File: src/rtl/div_unit_if.sv
// Request/result bundle for the multi-cycle divider.
// When DIV_UNSIGNED_EN is defined the bundle carries the div_unsigned select.
interface div_unit_if #(
    parameter int WIDTH = 32
);
    logic             DivControl;
    logic [WIDTH-1:0] A;
    logic [WIDTH-1:0] B;
`ifdef DIV_UNSIGNED_EN
    logic             div_unsigned;
`endif
    logic [WIDTH-1:0] resultHi;
    logic [WIDTH-1:0] resultLo;
    logic             busy;
    logic             done;
    logic             div_zero;

    // Handshake: DivControl is a one-cycle start request that is honoured only
    // when busy is low; A/B (and div_unsigned) are captured on that edge only.
    // done pulses for one cycle when resultHi/resultLo hold the new results;
    // div_zero pulses together with done when the divisor was zero.
    modport master (
        output DivControl, A, B,
`ifdef DIV_UNSIGNED_EN
        output div_unsigned,
`endif
        input  resultHi, resultLo, busy, done, div_zero
    );

    modport slave (
        input  DivControl, A, B,
`ifdef DIV_UNSIGNED_EN
        input  div_unsigned,
`endif
        output resultHi, resultLo, busy, done, div_zero
    );
endinterface

File: src/rtl/div_unit.sv
// Radix-2 restoring signed divider: quotient on resultLo, remainder on resultHi.
// Optional unsigned mode (DIVU) is enabled by defining DIV_UNSIGNED_EN.
module div_unit #(
    parameter int WIDTH = 32
) (
    input  logic       clk,
    input  logic       reset,
    div_unit_if.slave  bus,
    output logic [1:0] dbg_state
);
    localparam int CW = $clog2(WIDTH + 1);

    typedef enum logic [1:0] {
        S_IDLE = 2'd0,
        S_RUN  = 2'd1,
        S_FIX  = 2'd2
    } state_t;

    state_t           state_q, state_d;
    logic [CW-1:0]    count_q;
    logic [WIDTH-1:0] rem_q;
    logic [WIDTH-1:0] quo_q;
    logic [WIDTH-1:0] bmag_q;
    logic             sign_q_q;
    logic             sign_r_q;
    logic [WIDTH-1:0] res_hi_q;
    logic [WIDTH-1:0] res_lo_q;
    logic             done_q, done_d;
    logic             dz_q, dz_d;

    logic             is_unsigned;
    logic             a_neg, b_neg;
    logic [WIDTH-1:0] a_abs, b_abs;
    logic             b_zero;
    logic [WIDTH:0]   shifted;
    logic             trial_ok;
    logic [WIDTH-1:0] rem_step;
    logic [WIDTH-1:0] quo_step;

`ifdef DIV_UNSIGNED_EN
    assign is_unsigned = bus.div_unsigned;
`else
    assign is_unsigned = 1'b0;
`endif

    // Magnitudes are unsigned WIDTH bits, so |most-negative| is representable.
    assign a_neg  = ~is_unsigned & bus.A[WIDTH-1];
    assign b_neg  = ~is_unsigned & bus.B[WIDTH-1];
    assign a_abs  = a_neg ? (~bus.A + 1'b1) : bus.A;
    assign b_abs  = b_neg ? (~bus.B + 1'b1) : bus.B;
    assign b_zero = (bus.B == '0);

    // One restoring step. When the shifted-out bit is set the partial
    // remainder already exceeds any WIDTH-bit divisor, and the true difference
    // is below 2^WIDTH, so the low WIDTH bits of the subtraction are exact.
    assign shifted  = {rem_q, quo_q[WIDTH-1]};
    assign trial_ok = shifted[WIDTH] | (shifted[WIDTH-1:0] >= bmag_q);
    assign rem_step = trial_ok ? (shifted[WIDTH-1:0] - bmag_q) : shifted[WIDTH-1:0];
    assign quo_step = {quo_q[WIDTH-2:0], trial_ok};

    always_ff @(posedge clk) begin
        if (reset) begin
            state_q <= S_IDLE;
            done_q  <= 1'b0;
            dz_q    <= 1'b0;
        end else begin
            state_q <= state_d;
            done_q  <= done_d;
            dz_q    <= dz_d;
        end
    end

    always_comb begin
        state_d = state_q;
        done_d  = 1'b0;
        dz_d    = 1'b0;
        case (state_q)
            S_IDLE: begin
                if (bus.DivControl) begin
                    if (b_zero) begin
                        done_d = 1'b1;
                        dz_d   = 1'b1;
                    end else begin
                        state_d = S_RUN;
                    end
                end
            end
            S_RUN: begin
                if (count_q == CW'(1)) state_d = S_FIX;
            end
            S_FIX: begin
                state_d = S_IDLE;
                done_d  = 1'b1;
            end
            default: state_d = S_IDLE;
        endcase
    end

    always_ff @(posedge clk) begin
        if (reset) begin
            count_q  <= '0;
            rem_q    <= '0;
            quo_q    <= '0;
            bmag_q   <= '0;
            sign_q_q <= 1'b0;
            sign_r_q <= 1'b0;
            res_hi_q <= '0;
            res_lo_q <= '0;
        end else begin
            case (state_q)
                S_IDLE: begin
                    if (bus.DivControl && !b_zero) begin
                        quo_q    <= a_abs;
                        bmag_q   <= b_abs;
                        rem_q    <= '0;
                        sign_q_q <= a_neg ^ b_neg;
                        sign_r_q <= a_neg;
                        count_q  <= CW'(WIDTH);
                    end
                end
                S_RUN: begin
                    rem_q   <= rem_step;
                    quo_q   <= quo_step;
                    count_q <= count_q - CW'(1);
                end
                S_FIX: begin
                    // Most-negative / -1 wraps back to most-negative here.
                    res_lo_q <= sign_q_q ? (~quo_q + 1'b1) : quo_q;
                    res_hi_q <= sign_r_q ? (~rem_q + 1'b1) : rem_q;
                end
                default: ;
            endcase
        end
    end

    assign bus.resultHi = res_hi_q;
    assign bus.resultLo = res_lo_q;
    assign bus.busy     = (state_q == S_RUN) || (state_q == S_FIX);
    assign bus.done     = done_q;
    assign bus.div_zero = dz_q;
    assign dbg_state    = state_q;
endmodule

File: src/flat_wrapper.sv
// flat-port wrapper written by rule: the top's interface ports become plain ports
module div_unit_flat 
#(
    parameter int WIDTH = 32
)
  (clk, reset, dbg_state, bus_DivControl, bus_A, bus_B, bus_resultHi, bus_resultLo, bus_busy, bus_done, bus_div_zero);
  div_unit_if #(.WIDTH(WIDTH)) bus_i ();
  input  logic clk;
  input  logic reset;
  output logic [1:0] dbg_state;
  input wire logic [$bits(bus_i.DivControl)-1:0] bus_DivControl;
  input wire logic [$bits(bus_i.A)-1:0] bus_A;
  input wire logic [$bits(bus_i.B)-1:0] bus_B;
  output wire logic [$bits(bus_i.resultHi)-1:0] bus_resultHi;
  output wire logic [$bits(bus_i.resultLo)-1:0] bus_resultLo;
  output wire logic [$bits(bus_i.busy)-1:0] bus_busy;
  output wire logic [$bits(bus_i.done)-1:0] bus_done;
  output wire logic [$bits(bus_i.div_zero)-1:0] bus_div_zero;
  assign bus_i.DivControl = bus_DivControl;
  assign bus_i.A = bus_A;
  assign bus_i.B = bus_B;
  assign bus_resultHi = bus_i.resultHi;
  assign bus_resultLo = bus_i.resultLo;
  assign bus_busy = bus_i.busy;
  assign bus_done = bus_i.done;
  assign bus_div_zero = bus_i.div_zero;
  div_unit #(.WIDTH(WIDTH)) u_core (.clk(clk), .reset(reset), .bus(bus_i), .dbg_state(dbg_state));
endmodule
File: config.mk
export PLATFORM = sky130hd
export DESIGN_NAME = div_unit_flat
export DESIGN_NICKNAME = d
export VERILOG_FILES = /design/src/rtl/div_unit_if.sv /design/src/rtl/div_unit.sv /design/src/flat_wrapper.sv
export SDC_FILE = /design/constraint.sdc
export NUM_CORES = 1
export LEC_CHECK = 0
export ABC_AREA = 1
export BUFFER_PORTS_ARGS = -buffer_cell sky130_fd_sc_hd__buf_4
export CAP_MARGIN = 5
export CORE_ASPECT_RATIO = 1.2
export CORE_UTILIZATION = 61
export CTS_CLUSTER_SIZE = 10
export DETAILED_ROUTE_END_ITERATION = 7
export GPL_TIMING_DRIVEN = 0
export MAX_ROUTING_LAYER = met4
export PLACE_DENSITY = 0.84
export SLEW_MARGIN = 0
export SYNTH_ARGS = -nofsm -noshare
export SYNTH_HDL_FRONTEND = slang
export SYNTH_SLANG_ARGS = --single-unit
File: constraint.sdc
create_clock -name clk -period 2.7 [get_ports clk]
set_input_delay 0.54 -clock clk [delete_from_list [all_inputs] [get_ports clk]]
set_output_delay 0.54 -clock clk [all_outputs]
set_load 0.01 [all_outputs]
==> impl_metrics.env, run 1 <==
export IMPL_comb_power_share=0.392
export IMPL_fin_worst_skew_ps=11.50
export IMPL_synth_distinct_cells=51
export IMPL_utilization=0.7227
export IMPL_numCtsBuffers=17
export IMPL_required_ps=3000
export IMPL_min_path_type="in2reg"
export IMPL_netlist_area_sq_um=12840
export IMPL_wl_per_cell_microns=17.88
export IMPL_start_kind="register"
export IMPL_gp_congestion=1.049
export IMPL_antenna_found_initial=0
export IMPL_endpoint_kind="register"
export IMPL_worstSetupPathType="reg2reg"
export IMPL_nNetsFinal=2364
export IMPL_hpwl_microns=35970
export IMPL_cts_sinks=172
export IMPL_dieArea_sq_um=21640
export IMPL_critPathMaxFanout=10
export IMPL_dr_pass1_iters=6
export IMPL_fin_setup_tns_ps=0
export IMPL_drv_cap=0
export IMPL_area_growth_pct=15.16
export IMPL_rsz0062_at_grt="no"
export IMPL_place_port_buffers=134
export IMPL_p_clk_frac=0.263
export IMPL_wirelength_microns=45270
export IMPL_initialDrtViolationCount=1398
export IMPL_ctsRootBufferMaster="clkbuf_16"
export IMPL_cts_clk_slew_worst_paths_ps=70
export IMPL_ys_flop_type="dfxtp_1"
export IMPL_cts_tree="done"
export IMPL_internal_power_uw=5539
export IMPL_io_pins=136
export IMPL_die_w_microns=134.5
export IMPL_hold_viol=0
export IMPL_power_switching_uw=3896
export IMPL_ys_seq_area_frac=0.2681
export IMPL_power_switching_share=0.4130
export IMPL_critPathArrivalTime_ps=2900
export IMPL_fin_crit_ps=2602
export IMPL_cts_path_max_buffers=2
export IMPL_globalRouteTotalUtil=0.4325
export IMPL_avgSynthCellArea_sq_um=6.111
export IMPL_vias=14660
export IMPL_max_freq_mhz=384.4
export IMPL_total_power_uw=9435
export IMPL_ys_seq_elements=172
export IMPL_timing_slew_headroom=0.4433
export IMPL_setup_viol_count_final=0
export IMPL_yosys_warnings=0
export IMPL_mostFrequentLayoutCells="553 x nand2_1, 297 x inv_1, 206 x nor2_1, 178 x a21oi_1, 172 x dfxtp_1"
export IMPL_synthCells=2102
export IMPL_drc=0
export IMPL_p_per_area_nw_per_um2=637.9
export IMPL_coreArea_sq_um=20470
export IMPL_rows=57
export IMPL_overflow=0
export IMPL_seqPwrFrac=0.346
export IMPL_chipHeight_microns=161.0
export IMPL_clk_latency_ps=450
export IMPL_tightest_slew_ps=835.0
export IMPL_synth_async_reset_ratio=0
export IMPL_timing_final_crit_share=0.9636
export IMPL_initial_core_util=0.6275
export IMPL_status="complete, no violations"
export IMPL_final_common_cell="nand2_1"
export IMPL_post_cts_setup_buffer_count=0
export IMPL_drv_slew=0
export IMPL_vdd_drop_max_v=0.0005620
export IMPL_grt_pass1_vias=14340
export IMPL_antennaDiodeCount=0
export IMPL_syn_num_nets=2211
export IMPL_grt_max_degree=17
export IMPL_leakagePower_uw=0.007468
export IMPL_drive_gt1_frac=0.1156
export IMPL_synth_edf_count=0
export IMPL_viasPerCell=5.788
export IMPL_htreeDepth=4
export IMPL_ant_nets=0
export IMPL_grt_pass1_wl_microns=70220
==> worst paths after layout <==
check / end / cells after the start / slack, ps / from
hold reg to reg: u_core.bus.resultLo[14] / 2 / 480 / u_core.bus.resultLo[14]
setup reg to reg: u_core.rem_q[27] / 16 / 100 / u_core.quo_q[31]
setup / recovery: u_core.rem_q[27] / 16 / 100 / u_core.quo_q[31]
hold / removal: u_core.bmag_q[20] / 3 / 400 / bus_B[20]
==> synthesized netlist by cell type, drive strengths merged, types with 9 or more instances <==
cell    count  area share
nand2     567        0.17
inv       308       0.090
nor2      223       0.070
a21oi     187       0.076
dfxtp     172        0.27
o21ai     171       0.067
nand3     149       0.061
xor2       70       0.048
clkbuf     49       0.014
ha         41       0.040
buf        32       0.020
xnor2      26       0.018
nand4      23       0.012
nor3       18      0.0078
nand3b     16      0.0096
a31oi       9      0.0044
==> critical path, stage by stage (launching register included) <==
cell and delay (ps):
dfxtp_1 380, inv_1 100, ha_1 210, fa_1 420, inv_1 130, nand2_1 60
nand2_1 80, nand3_1 80, nand2_2 130, nand2_2 70, nand3_2 90, nand2_4 110
nand2_8 120, buf_6 170, nand3_2 140, nand2_1 110, a21oi_2 50
==> layout make-up <==
cell class	count	area, sq um
Multi-Input combinational cell	1539	7821
Timing Repair Buffer	134	1006
Tap cell	265	331.6
Clock inverter	12	130.1
Clock buffer	19	452.9
Sequential cell	172	3443
Inverter	310	1169
Fill cell	1848	5677
Buffer	81	437.9
==> registers in the layout (all words and copies together), names as in the netlist <==
signal and cells:
u_core.bmag_q 32, u_core.bus.resultHi 32, u_core.bus.resultLo 32, u_core.quo_q 32, u_core.rem_q 32, u_core.count_q 6
u_core.dbg_state 2, u_core.bus.div_zero 1, u_core.bus.done 1, u_core.sign_q_q 1, u_core.sign_r_q 1
==> logic make-up (layout without fill, tap and decap cells) <==
kind of cell,after synthesis,after routing,synth area share
and+or+nand+nor,1014,1014,0.3395
adders and majority gates,42,42,0.04150
buffers and inverters,391,556,0.1251
DFF,172,172,0.2681
xor gates and xnor gates,96,96,0.06546
AOI/OAI and AO/OA,387,387,0.1604
==> what timing repair did <==
| action | 4_1_cts | 5_1_grt |
|---|---|---|
| setup endpoints to repair | 0 | 2 |
| gates resized for setup | 0 | 4 |
| hold buffers | 0 | 0 |
==> power by group through the flow <==
stage / registers [uW] / logic [uW] / clock network [uW]
finish: 3260 / 3700 / 2480
detailed placement: 3290 / 3580 / 0
CTS: 3240 / 3610 / 2460
global route: 3280 / 4060 / 2560
floorplan: 3260 / 2310 / 0
global placement: 3280 / 3500 / 0
==> routing by layer <==
metal / up-vias / track usage / routed length [microns]
met3: 292 / 0.05871 / 3212
met4: 0 / 0.3779 / 4505
met5: - / - / 0
li1: 7015 / - / -
met2: 784 / 0.7426 / 21880
met1: 6564 / 0.4274 / 15670
==> per-stage QoR <==
| step | worst slack (ps) | area (sq um) | std cells | hold slack, ps |
|---|---|---|---|---|
| 2_1_floorplan | 617.4 | 12840 | 2102 | 435.3 |
| 3_3_place_gp | 115.4 | 14180 | 2501 | 469.4 |
| 3_5_place_dp | 67.31 | 14180 | 2501 | 471.2 |
| 4_1_cts | 54.57 | 14770 | 2532 | 402.9 |
| 5_1_grt | 0.2922 | 14790 | 2532 | 421.9 |
| 6_report | 98.23 | 14790 | 2532 | 401.6 |
Power figures use the tool's default switching activity.
==> inputs of run 2 (changes only) <==
ABC_AREA = not set   (was 1)
CORE_UTILIZATION = 59   (was 61)
PLACE_DENSITY = 0.83   (was 0.84)
==> run 2 against run 1 <==
  * The run now ends with design-rule violations, negative setup slack left
  * Worst setup slack got worse by 400 ps
  * Sequential cell count unchanged
  * Sequential share of layout area up 2.1 points
  * Global-route usage shrank 5.2 points
  * Area after synthesis is 17% lower
  * Synthesized cell count is 36% lower
  * Clock power rose by 6%
  * Total power down 2.4%
  * Final cell count decreased by 30%
  * Critical path depth decreased by 2
  * Critical path type unchanged
  * Highest routed layer unchanged
==> impl_metrics.env, run 2 <==
export IMPL_status="complete, but fails checks"
export IMPL_violations="design-rule violations, negative setup slack"
export IMPL_ys_seq_elements=172
export IMPL_hold_buffers=0
export IMPL_cts_sinks=172
export IMPL_area_growth_pct=28.48
export IMPL_initialDrtViolationCount=1120
export IMPL_fin_worst_skew_ps=8.600
export IMPL_gp_congestion=0.9509
export IMPL_cts_path_max_buffers=2
export IMPL_synth_common_cells="172 x dfxtp_1, 160 x nor2_1, 124 x nand2_1"
export IMPL_antenna_found_initial=0
export IMPL_avgSynthCellArea_sq_um=7.913
export IMPL_grt_pass1_vias=10520
export IMPL_overflow=0
export IMPL_rsz0062_at_grt="yes"
export IMPL_setup_viol_count_final=41
export IMPL_drv_slew=0
export IMPL_hpwl_microns=24840
export IMPL_start_kind="register"
export IMPL_leakagePower_uw=0.005397
export IMPL_coreArea_sq_um=17640
export IMPL_synth_top_area_cell="dfxtp_1"
export IMPL_wl_per_cell_microns=21.46
export IMPL_numCtsBuffers=17
export IMPL_required_ps=3030
export IMPL_htreeDepth=4
export IMPL_chipHeight_microns=149.5
export IMPL_hold_viol=0
export IMPL_synth_distinct_cells=65
export IMPL_wirelength_microns=38110
export IMPL_final_cell_area_sq_um=13740
export IMPL_total_power_uw=9210
export IMPL_place_port_buffers=134
export IMPL_die_w_microns=124.9
export IMPL_vdd_drop_max_v=0.0005247
export IMPL_min_path_type="in2reg"
export IMPL_ant_nets=0
export IMPL_synthCells=1352
export IMPL_synth_edf_count=0
export IMPL_worstSetupPathType="reg2reg"
export IMPL_critPathMaxFanout=6
export IMPL_grt_max_degree=19
export IMPL_fin_ws_ps=-296.8
export IMPL_synthTopCellsByArea="dfxtp_1 32%, xor2_1 8.4%, a211oi_1 7.2%"
export IMPL_ctsRootBufferMaster="clkbuf_16"
export IMPL_timing_slew_headroom=0.4155
export IMPL_ys_seq_area_frac=0.3219
export IMPL_final_common_cell="buf_4"
export IMPL_nNetsFinal=1652
export IMPL_synth_async_reset_ratio=0
export IMPL_drv_cap=0
export IMPL_drive_gt1_frac=0.2307
export IMPL_viasPerCell=6.506
export IMPL_cts_tree="done"
export IMPL_netlist_area_sq_um=10700
export IMPL_dieArea_sq_um=18680
export IMPL_timing_final_crit_share=1.110
export IMPL_fin_crit_ps=2997
export IMPL_endpoint_kind="register"
export IMPL_mostFrequentLayoutCells="174 x buf_4, 157 x nor2_1, 150 x dfxtp_1, 124 x nand2_1, 102 x xor2_1"
export IMPL_syn_num_nets=1461
export IMPL_yosysMostFrequentCell="dfxtp_1"
export IMPL_p_per_area_nw_per_um2=670.1
export IMPL_placed_cell_area_sq_um=11980
export IMPL_dr_pass1_iters=7
export IMPL_grt_pass1_wl_microns=54420
export IMPL_yosys_warnings=0
export IMPL_ys_flop_type="dfxtp_1"
export IMPL_critPathArrivalTime_ps=3330
export IMPL_synth_top_area_share=0.3219
export IMPL_fin_setup_tns_ps=-6097
export IMPL_fin_hold_ws_ps=335.7
export IMPL_nFillCells=1244
export IMPL_rows=53
export IMPL_io_pins=136
export IMPL_tightest_slew_ps=876.7
export IMPL_vias=11550
export IMPL_clk_latency_ps=450
export IMPL_max_freq_mhz=333.7
export IMPL_cts_clk_slew_worst_paths_ps=70
export IMPL_globalRouteTotalUtil=0.3806
export IMPL_initial_core_util=0.6065
export IMPL_drc=20
export IMPL_antennaDiodeCount=0
-- run 2: path summary, 6_finish.rpt --
| path | start | end | slack [ps] | cells past startpoint |
|---|---|---|---|---|
| worst max register to register | u_core.quo_q[31] | u_core.rem_q[29] | -300 | 14 |
| worst max-delay path | u_core.quo_q[31] | u_core.rem_q[29] | -300 | 14 |
| worst min-delay path | reset | u_core.bus.div_zero | 340 | 2 |
| worst min register to register | u_core.bus.resultHi[3] | u_core.bus.resultHi[3] | 490 | 2 |
-- run 2: through the flow --
step           utilization  cells  setup WS [ps]
2_1_floorplan            -   1352          1.382
3_3_place_gp        0.6794   1706         -787.0
3_5_place_dp        0.6794   1706         -834.0
4_1_cts             0.7419   1753         -35.65
5_1_grt             0.7792   1776         -339.2
6_report            0.7792   1776         -296.8
-- run 2: area by class of cell --
type / instances / area [sq um] / area share
timing repair buffer: 178 / 1364 / 0.09923
clock buffer: 17 / 425.4 / 0.03095
clock inverter: 15 / 196.4 / 0.01429
inverter: 56 / 210.2 / 0.01529
multi-input combinational: 1046 / 7447 / 0.5418
tap: 220 / 275.3 / 0.02003
sequential: 172 / 3491 / 0.2540
buffer: 72 / 335.3 / 0.02440
-- run 2: critical path, cell delays in order (launching register included) --
cell and delay (ps):
dfxtp_2 340, inv_2 50, ha_4 160, fa_2 370, nor2b_2 200, o31a_1 190
o211ai_1 110, nand3_2 170, a31oi_4 130, o31ai_4 300, buf_6 210, buf_6 120
mux2i_1 200, a2bb2oi_1 220, o21ai_1 100
-- run 2: kinds of logic (layout without fill, tap and decap cells) --
family | count (synthesis) | count (layout) | share of synthesized area
AO/OA/AOI/OAI | 406 | 406 | 0.2501
XOR/XNOR | 149 | 149 | 0.1220
adder cells (fa/ha/maj) | 42 | 42 | 0.04982
buffers and inverters | 134 | 338 | 0.04830
flip-flops | 172 | 172 | 0.3219
multiplexers | 26 | 26 | 0.02444
AND/OR/NAND/NOR | 423 | 423 | 0.1835
-- run 2: routing by layer --
metal	wire (microns)	global-route usage	share of wire	up-vias
met3	3179	0.07079	0.083	210
met4	2241	0.1976	0.059	0
met1	14610	0.4433	0.38	5408
li1	-	-	-	5232
met2	18080	0.6295	0.47	704
met5	0	-	0	-
-- run 2: what timing repair did --
action	4_1_cts	5_1_grt
buffers inserted	20	24
pin swaps	21	39
gates resized for setup	88	116
gates cloned	1	0
setup endpoints to repair	102	89
-- run 2: where the power goes --
part	internal [uW]	switching, uW	leakage (uW)
Sequential	2880	344	0.00142
Clock	1420	1200	0.000298
Combinational	1370	2000	0.00368
Total	5670	3540	0.00540
==> inputs of run 3 (changes only) <==
PLACE_DENSITY = 0.88   (was 0.83)
==> run 3 against run 2 <==
  * The run still ends with design-rule violations, negative setup slack left
  * Maximum frequency grew 5.3%
  * Worst setup slack gained 150 ps
  * Wire length shrank 3.1%
  * Via count shrank 0.17%
  * Sequential cell count is the same
  * Critical endpoint is now u_core.rem_q[30]
  * Design area grew 0.25%
  * Combinational power grew 2%
  * Critical path type unchanged
  * Clock skew grew 5.7 ps
  * Non-clock buffer count shrank 2
==> impl_metrics.env, run 3 (synthesized netlist as in run 2, its figures left out) <==
export IMPL_globalRouteTotalUtil=0.3799
export IMPL_met3_length_microns=3438
export IMPL_rsz0062_at_grt="yes"
export IMPL_tightest_slew_ps=935.5
export IMPL_place_port_buffers=134
export IMPL_critPathArrivalTime_ps=3170
export IMPL_fin_ws_ps=-146.7
export IMPL_dr_pass1_iters=8
export IMPL_leakagePower_uw=0.005414
export IMPL_cp_endpoint="u_core.rem_q[30]"
export IMPL_initial_core_util=0.6065
export IMPL_io_pins=136
export IMPL_nNetsFinal=1650
export IMPL_nFillCells=1189
export IMPL_area_growth_pct=28.80
export IMPL_wl_per_cell_microns=20.79
export IMPL_ant_nets=0
export IMPL_hpwl_microns=24500
export IMPL_htreeDepth=4
export IMPL_critPathMaxFanout=6
export IMPL_hold_viol=0
export IMPL_drv_slew=0
export IMPL_cp_startpoint="u_core.rem_q[15]"
export IMPL_drv_cap=0
export IMPL_grt_pass1_vias=10660
export IMPL_numCtsBuffers=17
export IMPL_drc=23
export IMPL_p_per_area_nw_per_um2=677.2
export IMPL_required_ps=3030
export IMPL_dieArea_sq_um=18680
export IMPL_timing_slew_headroom=0.3763
export IMPL_drive_gt1_frac=0.2368
export IMPL_vias=11530
export IMPL_fin_worst_skew_ps=14.30
export IMPL_wirelength_microns=36930
export IMPL_worst_r2r_path_depth=8
export IMPL_final_common_cell="buf_4"
export IMPL_fin_crit_ps=2847
export IMPL_initialDrtViolationCount=1297
export IMPL_cts_sinks=172
export IMPL_min_path_type="in2reg"
export IMPL_met2_wirelength_microns=17030
export IMPL_pre_cts_slack_ps=-697.4
export IMPL_total_power_uw=9330
export IMPL_ctsRootBufferMaster="clkbuf_16"
export IMPL_cts_tree="done"
export IMPL_vdd_drop_max_v=0.0005589
export IMPL_met1Wirelength_microns=14520
export IMPL_reg2reg_setup_slack_ps=-150
export IMPL_rows=53
export IMPL_gp_congestion=0.9985
export IMPL_grt_pass1_wl_microns=54270
export IMPL_antenna_found_initial=2
export IMPL_r2r_start="u_core.rem_q[15]"
export IMPL_overflow=0
export IMPL_r2r_end="u_core.rem_q[30]"
export IMPL_worstSetupPathType="reg2reg"
export IMPL_violations="design-rule violations, negative setup slack"
export IMPL_status="complete, but fails checks"
export IMPL_chipHeight_microns=149.5
export IMPL_mostFrequentLayoutCells="170 x buf_4, 155 x nor2_1, 145 x dfxtp_1, 123 x nand2_1, 103 x xor2_1"
export IMPL_max_freq_mhz=351.3
export IMPL_setup_viol_count_final=25
export IMPL_die_w_microns=124.9
export IMPL_start_kind="register"
export IMPL_cts_clk_slew_worst_paths_ps=70
export IMPL_highest_layer="met4"
export IMPL_viasPerCell=6.494
export IMPL_grt_max_degree=17
export IMPL_clk_latency_ps=440
export IMPL_coreArea_sq_um=17640
export IMPL_timing_final_crit_share=1.054
export IMPL_cts_path_max_buffers=2
export IMPL_endpoint_kind="register"
==> run 3: cell types whose count changed in the layout (fill, tap and decap cells not counted), sizes merged <==
cell | previous run | this run
inv | 64 | 58
clkbuf | 76 | 78
clkinv | 3 | 5
diode | 0 | 2
buf | 191 | 190
bufinv | 2 | 3
==> run 3: area by class of cell <==
type | count | area, sq um | share of cell area
Multi-Input combinational cell | 1046 | 7451 | 0.5408
Sequential cell | 172 | 3500 | 0.2540
Timing Repair Buffer | 176 | 1361 | 0.09880
Clock buffer | 20 | 466.7 | 0.03387
Buffer | 72 | 347.8 | 0.02525
Tap cell | 220 | 275.3 | 0.01998
Inverter | 56 | 212.7 | 0.01544
Clock inverter | 12 | 158.9 | 0.01153
Antenna cell | 2 | 5.005 | 0.0003632
==> run 3: critical path, stage by stage (launching register included) <==
cell      delay, ps
dfxtp_1         410
ha_1            440
nand4_1         280
o311ai_0        800
a21oi_4         120
o41ai_2         280
o22ai_1         150
xor2_1          170
o21ai_1          70
==> run 3: metrics by stage <==
step	hold WS (ps)	TNS (ps)	area [sq um]	instances	util
2_1_floorplan	440.6	0	10700	1352	-
3_3_place_gp	471.1	-52670	11980	1706	0.6794
3_5_place_dp	479.7	-53320	11980	1706	0.6794
4_1_cts	333.2	0	13170	1760	0.7467
5_1_grt	330.5	-4658	13780	1776	0.7811
6_report	341.6	-1116	13780	1776	0.7811
==> run 3: worst min-delay path by stage <==
stage,startpoint,endpoint,slack [ps],cells after the start
3_5_place_dp,u_core.bus.resultLo[3],u_core.bus.resultLo[3],480,2
3_3_place_gp,u_core.bmag_q[6],u_core.bmag_q[6],470,2
2_1_floorplan,u_core.bmag_q[0],u_core.bmag_q[0],440,2
4_1_cts,reset,u_core.bus.div_zero,330,2
6_report,reset,u_core.bus.div_zero,340,2
5_1_grt,reset,u_core.bus.div_zero,330,2
==> run 3: metal layers <==
layer	vias to the layer above	track usage
li1	5232	-
met1	5368	0.4563
met2	753	0.6247
met3	181	0.06400
met4	0	0.1793
met5	-	-
==> run 3: where the power goes <==
group | switching, uW | internal (uW) | total (uW)
logic | 2030 | 1420 | 3450
registers | 352 | 2880 | 3230
clock network | 1110 | 1540 | 2640
total | 3490 | 5840 | 9330
==> run 3: timing repair <==
action,in CTS,in global routing
endpoints found under the setup margin,84,111
resized for setup,93,143
pin swaps,24,35
hold buffers,0,0
setup buffers,27,14
gates cloned,0,1
